$ cat config.mk
export PLATFORM = sky130hd
export DESIGN_NAME = alu_multicycle_flat
export DESIGN_NICKNAME = d
export VERILOG_FILES = /design/src/rtl/alu_multicycle_pkg.sv /design/src/rtl/alu_multicycle_if.sv /design/src/rtl/alu_comb_core.sv /design/src/rtl/alu_multicycle.sv /design/src/flat_wrapper.sv
export SDC_FILE = /design/constraint.sdc
export NUM_CORES = 1
export LEC_CHECK = 0
export ABC_AREA = 0
export ABC_CLOCK_PERIOD_IN_PS = 8050
export BUFFER_PORTS_ARGS = -buffer_cell sky130_fd_sc_hd__clkbuf_2
export CORE_MARGIN = 1.5
export CORE_UTILIZATION = 50
export DETAILED_ROUTE_END_ITERATION = 8
export GPL_TIMING_DRIVEN = 0
export PLACE_DENSITY = 0.66
export RECOVER_POWER = 25
export SLEW_MARGIN = 30
export SYNTH_ARGS = -nofsm -noshare
export SYNTH_HDL_FRONTEND = slang
export SYNTH_SLANG_ARGS = --single-unit
$ cat constraint.sdc
create_clock -name clk -period 8.05 [get_ports clk]
set_input_delay 0.805 -clock clk [delete_from_list [all_inputs] [get_ports clk]]
set_output_delay 0.805 -clock clk [all_outputs]
set_load 0.01 [all_outputs]
$ cat src/rtl/alu_multicycle_pkg.sv
// Shared definitions for the multi-cycle ALU: opcodes, FSM states, NZCV bit positions.
package alu_multicycle_pkg;

    typedef enum logic [3:0] {
        OP_ADD = 4'h0,
        OP_ADC = 4'h1,
        OP_SUB = 4'h2,
        OP_SBC = 4'h3,
        OP_AND = 4'h4,
        OP_OR  = 4'h5,
        OP_XOR = 4'h6,
        OP_NOT = 4'h7,
        OP_MOV = 4'h8,
        OP_CMP = 4'h9,
        OP_LSL = 4'hA,
        OP_LSR = 4'hB,
        OP_ASR = 4'hC,
        OP_ROR = 4'hD,
        OP_MUL = 4'hE,
        OP_NOP = 4'hF
    } op_e;

    typedef enum logic {
        ST_IDLE = 1'b0,
        ST_EXEC = 1'b1
    } state_e;

    // Bit positions inside the packed {N,Z,C,V} flag register
    localparam int FLAG_N = 3;
    localparam int FLAG_Z = 2;
    localparam int FLAG_C = 1;
    localparam int FLAG_V = 0;

    function automatic logic is_shift_op(input op_e op);
        return op inside {OP_LSL, OP_LSR, OP_ASR, OP_ROR};
    endfunction

endpackage

$ cat src/rtl/alu_multicycle_if.sv
// Issue/result bundle between the control unit (master) and the ALU (slave).
interface alu_multicycle_if
    import alu_multicycle_pkg::*;
#(
    parameter int WIDTH = 16
);
    logic             start;
    op_e              op;
    logic [WIDTH-1:0] in1;
    logic [WIDTH-1:0] in2;
    logic             busy;
    logic             done;
    logic [WIDTH-1:0] result;
    logic             result_we;
    logic             n;
    logic             z;
    logic             c;
    logic             v;

    modport master (
        output start, op, in1, in2,
        input  busy, done, result, result_we, n, z, c, v
    );

    modport slave (
        input  start, op, in1, in2,
        output busy, done, result, result_we, n, z, c, v
    );

endinterface

$ cat src/rtl/alu_comb_core.sv
// Combinational add/sub/logic core with NZCV generation; also serves as the MUL accumulator.
module alu_comb_core
    import alu_multicycle_pkg::*;
#(
    parameter int WIDTH = 16
) (
    input  op_e              op_i,
    input  logic [WIDTH-1:0] a_i,
    input  logic [WIDTH-1:0] b_i,
    input  logic             c_i,
    input  logic             v_i,
    output logic [WIDTH-1:0] res_o,
    output logic             n_o,
    output logic             z_o,
    output logic             c_o,
    output logic             v_o
);
    logic [WIDTH-1:0] b_eff;
    logic             cin;
    logic [WIDTH:0]   sum;

    // Subtraction is A + ~B + carry; logic ops pass C and V through untouched
    always_comb begin
        b_eff = b_i;
        cin   = 1'b0;
        case (op_i)
            OP_ADC:         cin = c_i;
            OP_SUB, OP_CMP: begin b_eff = ~b_i; cin = 1'b1; end
            OP_SBC:         begin b_eff = ~b_i; cin = c_i;  end
            default:        ;
        endcase
        sum   = {1'b0, a_i} + {1'b0, b_eff} + {{WIDTH{1'b0}}, cin};
        res_o = a_i;
        c_o   = c_i;
        v_o   = v_i;
        case (op_i)
            OP_ADD, OP_ADC, OP_SUB, OP_SBC, OP_CMP: begin
                res_o = sum[WIDTH-1:0];
                c_o   = sum[WIDTH];
                v_o   = (a_i[WIDTH-1] == b_eff[WIDTH-1]) && (sum[WIDTH-1] != a_i[WIDTH-1]);
            end
            OP_AND:  res_o = a_i & b_i;
            OP_OR:   res_o = a_i | b_i;
            OP_XOR:  res_o = a_i ^ b_i;
            OP_NOT:  res_o = ~a_i;
            OP_MOV:  res_o = b_i;
            default: ;
        endcase
        n_o = res_o[WIDTH-1];
        z_o = (res_o == '0);
    end

endmodule

$ cat src/rtl/alu_multicycle.sv
// Registered multi-cycle ALU: FSM, operand/shift/count registers and the NZCV flag register.
module alu_multicycle
    import alu_multicycle_pkg::*;
#(
    parameter int WIDTH = 16
) (
    input  logic            clk,
    input  logic            rst,
    alu_multicycle_if.slave bus
);
    localparam int SH_W  = $clog2(WIDTH);
    localparam int CNT_W = SH_W + 1;

    state_e           state_q;
    op_e              op_q;
    logic [WIDTH-1:0] a_q;
    logic [WIDTH-1:0] b_q;
    logic [WIDTH-1:0] hi_q;
    logic [CNT_W-1:0] rem_q;
    logic             busy_q;
    logic             done_q;
    logic             we_q;
    logic [WIDTH-1:0] result_q;
    logic [3:0]       nzcv_q;

    op_e              op_s;
    logic [WIDTH-1:0] a_s;
    logic [WIDTH-1:0] b_s;
    logic [WIDTH-1:0] hi_s;
    logic [CNT_W-1:0] rem_s;
    logic             is_mul;
    logic             is_sh;
    logic             last;
    logic [WIDTH-1:0] sh_val_d;
    logic             sh_out;
    op_e              core_op;
    logic [WIDTH-1:0] core_a;
    logic [WIDTH-1:0] core_b;
    logic [WIDTH-1:0] core_res;
    logic             core_n;
    logic             core_z;
    logic             core_c;
    logic             core_v;
    logic [WIDTH-1:0] mul_hi_d;
    logic [WIDTH-1:0] mul_lo_d;
    logic [WIDTH-1:0] result_d;
    logic [3:0]       nzcv_d;
    logic             we_d;

    // The first step runs on the issue edge straight from the bus, so an
    // N-step op raises done N-1 edges after issue; later steps use the registers.
    always_comb begin
        if (state_q == ST_IDLE) begin
            op_s = bus.op;
            a_s  = bus.in1;
            b_s  = bus.in2;
            hi_s = '0;
            if (bus.op == OP_MUL)          rem_s = CNT_W'(WIDTH);
            else if (is_shift_op(bus.op))  rem_s = {1'b0, bus.in2[SH_W-1:0]};
            else                           rem_s = '0;
        end else begin
            op_s  = op_q;
            a_s   = a_q;
            b_s   = b_q;
            hi_s  = hi_q;
            rem_s = rem_q;
        end
        is_mul = (op_s == OP_MUL);
        is_sh  = is_shift_op(op_s);
        last   = (rem_s <= CNT_W'(1));
    end

    // One-bit shift/rotate step; sh_out is the bit leaving the word
    always_comb begin
        sh_val_d = a_s;
        sh_out   = a_s[0];
        case (op_s)
            OP_LSL: begin sh_val_d = {a_s[WIDTH-2:0], 1'b0}; sh_out = a_s[WIDTH-1]; end
            OP_LSR: sh_val_d = {1'b0, a_s[WIDTH-1:1]};
            OP_ASR: sh_val_d = {a_s[WIDTH-1], a_s[WIDTH-1:1]};
            OP_ROR: sh_val_d = {a_s[0], a_s[WIDTH-1:1]};
            default: ;
        endcase
    end

    // MUL reuses the core as the accumulator: hi += lo[0] ? A : 0, then {c,hi,lo} >>= 1
    always_comb begin
        core_op  = is_mul ? OP_ADD : op_s;
        core_a   = is_mul ? hi_s : a_s;
        core_b   = is_mul ? (b_s[0] ? a_s : '0) : b_s;
        mul_hi_d = {core_c, core_res[WIDTH-1:1]};
        mul_lo_d = {core_res[0], b_s[WIDTH-1:1]};
    end

    alu_comb_core #(
        .WIDTH (WIDTH)
    ) u_core (
        .op_i  (core_op),
        .a_i   (core_a),
        .b_i   (core_b),
        .c_i   (nzcv_q[FLAG_C]),
        .v_i   (nzcv_q[FLAG_V]),
        .res_o (core_res),
        .n_o   (core_n),
        .z_o   (core_z),
        .c_o   (core_c),
        .v_o   (core_v)
    );

    // Result, flags and write-enable that get committed on the final step
    always_comb begin
        result_d = a_s;
        nzcv_d   = nzcv_q;
        we_d     = 1'b1;
        if (is_mul) begin
            result_d       = mul_lo_d;
            nzcv_d[FLAG_N] = mul_lo_d[WIDTH-1];
            nzcv_d[FLAG_Z] = (mul_lo_d == '0);
            nzcv_d[FLAG_C] = |mul_hi_d;
            nzcv_d[FLAG_V] = 1'b0;
        end else if (is_sh) begin
            if (rem_s != '0) begin
                result_d       = sh_val_d;
                nzcv_d[FLAG_C] = sh_out;
            end
            nzcv_d[FLAG_N] = result_d[WIDTH-1];
            nzcv_d[FLAG_Z] = (result_d == '0);
        end else if (op_s == OP_NOP) begin
            we_d = 1'b0;
        end else begin
            result_d = core_res;
            nzcv_d   = {core_n, core_z, core_c, core_v};
            we_d     = (op_s != OP_CMP);
        end
    end

    // FSM plus all datapath/flag state; done and result_we are one-cycle pulses
    always_ff @(posedge clk) begin
        if (rst) begin
            state_q  <= ST_IDLE;
            op_q     <= OP_NOP;
            a_q      <= '0;
            b_q      <= '0;
            hi_q     <= '0;
            rem_q    <= '0;
            busy_q   <= 1'b0;
            done_q   <= 1'b0;
            we_q     <= 1'b0;
            result_q <= '0;
            nzcv_q   <= '0;
        end else begin
            done_q <= 1'b0;
            we_q   <= 1'b0;
            if (state_q == ST_EXEC && done_q) begin
                state_q <= ST_IDLE;
                busy_q  <= 1'b0;
            end else if (state_q == ST_EXEC || bus.start) begin
                state_q <= ST_EXEC;
                busy_q  <= 1'b1;
                op_q    <= op_s;
                a_q     <= is_mul ? a_s : sh_val_d;
                b_q     <= mul_lo_d;
                hi_q    <= mul_hi_d;
                rem_q   <= rem_s - CNT_W'(1);
                if (last) begin
                    done_q   <= 1'b1;
                    we_q     <= we_d;
                    result_q <= result_d;
                    nzcv_q   <= nzcv_d;
                end
            end
        end
    end

    assign bus.busy      = busy_q;
    assign bus.done      = done_q;
    assign bus.result    = result_q;
    assign bus.result_we = we_q;
    assign bus.n         = nzcv_q[FLAG_N];
    assign bus.z         = nzcv_q[FLAG_Z];
    assign bus.c         = nzcv_q[FLAG_C];
    assign bus.v         = nzcv_q[FLAG_V];

endmodule

$ cat src/flat_wrapper.sv
// flat-port wrapper written by rule: the top's interface ports become plain ports
module alu_multicycle_flat import alu_multicycle_pkg::*;
#(
    parameter int WIDTH = 16
)
  (clk, rst, bus_start, bus_op, bus_in1, bus_in2, bus_busy, bus_done, bus_result, bus_result_we, bus_n, bus_z, bus_c, bus_v);
  alu_multicycle_if #(.WIDTH(WIDTH)) bus_i ();
  input  logic clk;
  input  logic rst;
  input wire logic [$bits(bus_i.start)-1:0] bus_start;
  input wire logic [$bits(bus_i.op)-1:0] bus_op;
  input wire logic [$bits(bus_i.in1)-1:0] bus_in1;
  input wire logic [$bits(bus_i.in2)-1:0] bus_in2;
  output wire logic [$bits(bus_i.busy)-1:0] bus_busy;
  output wire logic [$bits(bus_i.done)-1:0] bus_done;
  output wire logic [$bits(bus_i.result)-1:0] bus_result;
  output wire logic [$bits(bus_i.result_we)-1:0] bus_result_we;
  output wire logic [$bits(bus_i.n)-1:0] bus_n;
  output wire logic [$bits(bus_i.z)-1:0] bus_z;
  output wire logic [$bits(bus_i.c)-1:0] bus_c;
  output wire logic [$bits(bus_i.v)-1:0] bus_v;
  assign bus_i.start = bus_start;
  assign bus_i.op = bus_op;
  assign bus_i.in1 = bus_in1;
  assign bus_i.in2 = bus_in2;
  assign bus_busy = bus_i.busy;
  assign bus_done = bus_i.done;
  assign bus_result = bus_i.result;
  assign bus_result_we = bus_i.result_we;
  assign bus_n = bus_i.n;
  assign bus_z = bus_i.z;
  assign bus_c = bus_i.c;
  assign bus_v = bus_i.v;
  alu_multicycle #(.WIDTH(WIDTH)) u_core (.clk(clk), .rst(rst), .bus(bus_i));
endmodule
==> Flow_metrics.wiki, run 1 <==
{| class="wikitable"
! Metric !! Value
|-
| Unrepaired setup endpoints after global routing || false
|-
| Endpoint of the most critical register-to-register path || u_core.nzcv_q[1]
|-
| Via count of the first global-routing pass || 7545
|-
| Total global-route track usage || 0.405
|-
| TritonCTS clock tree || yes
|-
| Proportion of register bits with asynchronous set or reset after synthesis || 0
|-
| Count of cells along the worst register-to-register path || 20
|-
| Post-CTS setup buffers || 0
|-
| Min-Delay Path Class || flop to flop
|-
| Cell Chain, Critical Path || buf_4, buf_4, mux2i_2, buf_2, o21ai_0, nand2_1, clkbuf_1, xnor2_1, fa_1, inv_1, fa_1, a21o_1, nand4_1, a21oi_1, a2111oi_1, mux2i_1, o41ai_1, nand2_1, or4b_1, o31a_1
|-
| Critical path start-end classification || flop to flop
|-
| Dominant synthesized flop cell || dfxtp_1
|-
| Critical path arrival || 7.80 ns
|-
| Setup clock skew after layout || 0.0107 ns
|-
| Number of cells on the critical path || 20
|-
| Source of the critical timing path || u_core.bus.busy
|-
| Routability-driven placement congestion ratio || 1.01
|-
| Power Density || 247 nW/um^2
|-
| Reg2reg setup slack || 0.50 ns
|-
| Placed Instance Area || 7730 um^2
|-
| Die width || 123 um
|-
| Crit-path max FO || 10
|-
| Clock-pin slew on the worst setup and hold paths || 0.06 ns
|-
| Outcome || finished, final reports clean
|-
| Critical Path Sink || u_core.nzcv_q[1]
|-
| Number of H-tree branching levels || 3
|-
| Post-synthesis instance area || 7210 um^2
|-
| Max clock buf depth || 2
|-
| Number of fill cells in the layout || 1411
|-
| Reg-to-reg critical path startpoint || u_core.bus.busy
|-
| Synth Register Bits || 80
|-
| Period utilisation layout || 0.938
|-
| Cts bufs inserted || 9
|-
| Leading post-synthesis cells by instance count || nor2_1, nand2_1, dfxtp_1
|-
| Highest clock frequency the design can meet || 132 MHz
|-
| Largest delay share family, worst path || compound AO/OA/AOI/OAI gates
|-
| Yosys warns || 0
|-
| Share of the yosys chip area belonging to registers || 0.222
|-
| Fraction of synthesized cell area taken by the top area cell type || 0.222
|-
| Initial antenna violation count || 0
|-
| IO Pins || 62
|-
| Maxcap violations || 0
|-
| Via density || 6.76
|-
| Placed Cells || 1202
|-
| CTS root buf || clkbuf_16
|-
| Startpoint of the lowest-slack hold path || u_core.hi_q[15]
|-
| CP Data Required Time || 8.30 ns
|-
| Count of routing violations after the opening detailed-route iteration || 1160
|-
| Post-cts resize count || 0
|-
| Die Y-Extent || 123 um
|-
| Highest ir drop seen on vdd || 0.000116 V
|-
| Row Count || 43
|-
| Area of the placeable core || 14000 um^2
|-
| Antenna cell count || 0
|-
| Overall via count from detail_route || 8233
|-
| CTS sink cnt || 80
|-
| Max incr delay on CP || 0.84 ns
|-
| Min Clock Period, post-route || 7.55 ns
|-
| Port buffer count || 58
|-
| CTS Hold Buffers Added || 0
|-
| Wire length per cell || 24.7 um
|-
| Post-synthesis instance total || 964
|-
| Number of enable-type register cells in the synthesized netlist || 0
|-
| Setup Total Neg Slack || 0 ns
|-
| Total grt overflow || 0
|-
| Crit path buffers/inverters || 5
|-
| Setup Viol. Count Final || 0
|-
| Cell taking the most area after synthesis || dfxtp_1
|-
| Number of distinct library cells after synthesis || 77
|-
| Post-synthesis area per instance || 7.48 um^2
|-
| Initial standard-cell utilization of the core || 0.515
|-
| Slew headroom || 0.322
|-
| Final net count || 1123
|-
| Most used standard cell by instance count after synthesis || nor2_1
|-
| Leakage dissipation || 3.26 nW
|-
| Number of cells in the finished layout apart from fillers || 1218
|-
| HPWL Detailed || 23300 um
|-
| Remaining number of nets flagged by the antenna check after routing || 0
|-
| Layout Utilization || 0.574
|-
| Total routed wirelength || 30100 um
|-
| Count of pins over their slew limit || 0
|-
| Ratio of cells with drive above 1 in the final layout || 0.0934
|-
| Overall power || 1.98 mW
|-
| Hold Violations, Final || 0
|-
| Total Die Area || 15100 um^2
|-
| Transition time at the pin with the least slew margin || 0.989 ns
|-
| Launching element type of the critical path || flop
|-
| Critical-path top delay cell || o41ai_1
|-
| Area growth from synthesis to layout || 11.3%
|-
| Kind of end point of the critical path || flop
|-
| Post-route cell area || 8020 um^2
|-
| Skew-Pair Late Insertion Delay || 0.36 ns
|-
| DRT Pass-1 Iters || 6
|-
| First-pass GRT wire length || 45200 um
|-
| Total DRC errors in the routed layout || 0
|-
| Largest net degree at the start of global routing || 15
|-
| Dominant cells by area after synthesis || dfxtp_1, ha_1, mux2i_1
|-
| Mapped Nets || 1054
|}
## flip-flops by register name, summed over array words and instances, names as in the netlist
name and cells:
u_core.a_q 16, u_core.b_q 16, u_core.bus.result 16, u_core.hi_q 16
u_core.rem_q 5, u_core.nzcv_q 4, u_core.op_q 4, u_core.bus.busy 1
u_core.bus.done 1, u_core.bus.result_we 1
## final cells by class
cell class / count / area (um^2) / area share
Clock buffer: 10 / 229 / 0.0285
Clock inverter: 6 / 90.1 / 0.0112
Multi-Input combinational cell: 771 / 5150 / 0.642
Tap cell: 180 / 225 / 0.0281
Timing Repair Buffer: 58 / 262 / 0.0326
Inverter: 46 / 173 / 0.0215
Sequential cell: 80 / 1600 / 0.200
Buffer: 67 / 293 / 0.0365
## where the power goes
part	switching [mW]	total (mW)	internal [mW]
Combinational	0.674	1.02	0.346
Sequential	0.0395	0.499	0.460
Clock	0.185	0.459	0.274
## stage by stage
stage | worst slack, ns | hold slack, ns
5_1_grt | 0.0828 | 0.482
4_1_cts | 0.316 | 0.459
3_3_place_gp | 0.239 | 0.444
2_1_floorplan | 2.21 | 0.436
6_report | 0.497 | 0.462
3_5_place_dp | 0.397 | 0.449
## worst min-delay path by stage
| stage | to | slack, ns | depth (start not counted) |
|---|---|---|---|
| 2_1_floorplan | u_core.rem_q[0] | 0.44 | 2 |
| 3_5_place_dp | u_core.rem_q[0] | 0.45 | 2 |
| 5_1_grt | u_core.rem_q[0] | 0.48 | 2 |
| 3_3_place_gp | u_core.rem_q[0] | 0.44 | 2 |
| 6_report | u_core.hi_q[15] | 0.46 | 2 |
| 4_1_cts | u_core.rem_q[0] | 0.46 | 2 |
## logic make-up (layout without fill, tap and decap cells)
group                      after synthesis  after routing  synth area share
xor gates and xnor gates                28             28            0.0340
AOI/OAI and AO/OA                      327            327             0.312
DFF                                     80             80             0.222
buffers and inverters                  113            187            0.0646
adders and majority gates               51             51            0.0906
and+or+nand+nor                        308            308             0.196
muxes                                   57             57            0.0809
## placed cells by master (no fill, tap or decap), drive strengths merged, types with 10 or more instances in the layout
cell type  count
a211oi        38
a21oi         69
a22oi         10
a31oi         14
buf           22
clkbuf       113
dfxtp         80
ha            49
inv           48
mux2          10
mux2i         47
nand2         87
nand2b        12
nand3         15
nand4         11
nor2         118
nor3          19
o211ai        20
o21ai         49
o22ai         40
xnor2         25
## metal layers
metal / wire length, um / global-route usage / up-vias
met2: 12400 / 0.586 / 557
met5: 0 / 0 / -
li1: - / - / 3724
met1: 12800 / 0.573 / 3854
met3: 3520 / 0.0839 / 98
met4: 1360 / 0.193 / 0
## worst reg2reg max path, stage by stage, from the launching register on
cell	delay (ns)
dfxtp_1	0.45
buf_4	0.27
buf_4	0.27
mux2i_2	0.60
buf_2	0.38
o21ai_0	0.13
nand2_1	0.39
clkbuf_1	0.62
xnor2_1	0.21
fa_1	0.30
inv_1	0.09
fa_1	0.45
a21o_1	0.19
nand4_1	0.15
a21oi_1	0.18
a2111oi_1	0.68
mux2i_1	0.16
o41ai_1	0.84
nand2_1	0.15
or4b_1	0.59
o31a_1	0.33
Power figures use the tool's default switching activity.
==> inputs of run 2 (changes only) <==
- REMOVE_ABC_BUFFERS: not set -> 1
==> run 2 against run 1 <==
Net effect:
- utilization is 0.40 points higher
- cell area up 0.70%
- maximum frequency rose by 16%
- combinational power is 5% lower
- clock skew fell by 0.0051 ns
- via count fell by 7.2%
- sequential share of layout area fell by 0.093 points
- critical path depth down 2
- critical endpoint unchanged
- largest power group unchanged
==> Flow_metrics.wiki, run 2 (synthesis results as in run 1) <==
{| class="wikitable"
! Metric !! Value
|-
| Commonest non-fill, non-tap cells in the layout || nor2_1, nand2_1, dfxtp_1
|-
| Max incr delay on CP || 0.84 ns
|-
| Power Density || 239 nW/um^2
|-
| Row Count || 43
|-
| CTS Hold Buffers Added || 0
|-
| Initial standard-cell utilization of the core || 0.515
|-
| Post-cts resize count || 0
|-
| Overall via count from detail_route || 7639
|-
| Ratio of cells with drive above 1 in the final layout || 0.109
|-
| Crit-path max FO || 32
|-
| Cts bufs inserted || 9
|-
| Min-Delay Path Class || flop to flop
|-
| Total global-route track usage || 0.334
|-
| CTS root buf || clkbuf_16
|-
| Die width || 123 um
|-
| Critical path arrival || 6.73 ns
|-
| Count of routing violations after the opening detailed-route iteration || 785
|-
| Critical path start-end classification || flop to flop
|-
| IO Pins || 62
|-
| Final net count || 1073
|-
| Post-CTS setup buffers || 0
|-
| First-pass GRT wire length || 39100 um
|-
| Setup clock skew after layout || 0.00565 ns
|-
| Slew headroom || 0.173
|-
| Wire length per cell || 21.3 um
|-
| Overall power || 1.93 mW
|-
| Placed Cells || 1152
|-
| Cell Chain, Critical Path || buf_12, nand2b_1, nand2_1, o21ai_0, nand2_2, xnor2_1, fa_1, inv_1, fa_1, a21o_1, nand4_1, a21oi_1, a2111oi_0, mux2i_1, o41ai_2, nand2_1, or4b_1, o31a_1
|-
| Number of H-tree branching levels || 3
|-
| Initial antenna violation count || 0
|-
| Area of the placeable core || 14000 um^2
|-
| Min Clock Period, post-route || 6.49 ns
|-
| Kind of end point of the critical path || flop
|-
| Total DRC errors in the routed layout || 0
|-
| HPWL Detailed || 17700 um
|-
| Area growth from synthesis to layout || 12.1%
|-
| Antenna cell count || 0
|-
| Total Die Area || 15100 um^2
|-
| CP Data Required Time || 8.29 ns
|-
| Total grt overflow || 0
|-
| Hold Violations, Final || 0
|-
| Highest clock frequency the design can meet || 154 MHz
|-
| Die Y-Extent || 123 um
|-
| Critical-path top delay cell || a2111oi_0
|-
| Transition time at the pin with the least slew margin || 1.24 ns
|-
| Maxcap violations || 0
|-
| Number of cells in the finished layout apart from fillers || 1168
|-
| Met3 global-route usage || 0.0664
|-
| Max clock buf depth || 2
|-
| TritonCTS clock tree || yes
|-
| Skew-Pair Late Insertion Delay || 0.35 ns
|-
| Clock-pin slew on the worst setup and hold paths || 0.07 ns
|-
| Setup Viol. Count Final || 0
|-
| Launching element type of the critical path || flop
|-
| Leading cell type in the layout, fill and taps excluded || nor2_1
|-
| Leakage dissipation || 3.26 nW
|-
| Routability-driven placement congestion ratio || 0.882
|-
| Port buffer count || 61
|-
| CTS sink cnt || 80
|-
| Unrepaired setup endpoints after global routing || false
|-
| DRT Pass-1 Iters || 6
|-
| GRT Max-Usage Layer || met2
|-
| Largest net degree at the start of global routing || 51
|-
| Total routed wirelength || 24900 um
|-
| Number of fill cells in the layout || 1362
|-
| Global-route met2 utilization || 0.530
|-
| Via density || 6.54
|-
| Remaining number of nets flagged by the antenna check after routing || 0
|-
| Met1 routing resource usage after global routing || 0.452
|-
| Outcome || finished, final reports clean
|-
| Count of pins over their slew limit || 0
|-
| Period utilisation layout || 0.806
|-
| Highest ir drop seen on vdd || 0.000133 V
|-
| Via count of the first global-routing pass || 7133
|}
run 2: cell types whose count changed in the layout (fill, tap and decap cells not counted), sizes merged:
| cell | change |
|---|---|
| clkbuf | -42 |
| inv | -1 |
| buf | -8 |
| clkinvlp | +1 |
run 2: worst max-delay path: cells and delay by family (launching register included):
family,cells,cell delay (ns)
compound gates,6,2.46
xor+xnor,1,0.33
fa+ha+maj,2,0.69
buf+inv,2,0.34
flops,1,0.61
mux,1,0.20
simple gates,6,1.72
run 2: report_power, final:
| group | internal, mW | switching (mW) |
|---|---|---|
| clock | 0.274 | 0.182 |
| combinational | 0.355 | 0.609 |
| sequential | 0.460 | 0.0484 |
run 2: worst paths after layout:
path / startpoint / endpoint / slack [ns] / cells after the start
worst max-delay path: u_core.bus.busy / u_core.nzcv_q[1] / 1.56 / 18
worst min-delay path: u_core.rem_q[0] / u_core.rem_q[0] / 0.46 / 2
worst max register to register: u_core.bus.busy / u_core.nzcv_q[1] / 1.56 / 18
worst min register to register: u_core.rem_q[0] / u_core.rem_q[0] / 0.46 / 2
run 2: layer usage:
metal	part of all wire	vias to the layer above	wire (um)
met4	0.025	0	633
met2	0.46	382	11500
met3	0.089	50	2210
met5	0	-	0
met1	0.43	3590	10600
li1	-	3617	-
run 2: metrics by stage:
step | worst slack, ns | hold slack (ns) | utilization | TNS [ns] | cell area [um^2]
6_report | 1.56 | 0.457 | 0.578 | 0 | 8080
5_1_grt | 1.34 | 0.504 | 0.578 | 0 | 8080
4_1_cts | 1.43 | 0.456 | 0.579 | 0 | 8100
3_5_place_dp | 1.23 | 0.447 | 0.556 | 0 | 7780
3_3_place_gp | -4.02 | 0.442 | 0.532 | -135.26 | 7440
2_1_floorplan | 0.202 | 0.430 | - | 0 | 6910
run 2: final cells by class:
class,instances,area (um^2),area share
clock inverters,6,92.6,0.0115
clock buffers,10,229,0.0283
flip-flops and latches,80,1610,0.199
inverters,46,173,0.0214
repair buffers,75,532,0.0658
multi-input cells,771,5220,0.646
well taps,180,225,0.0279
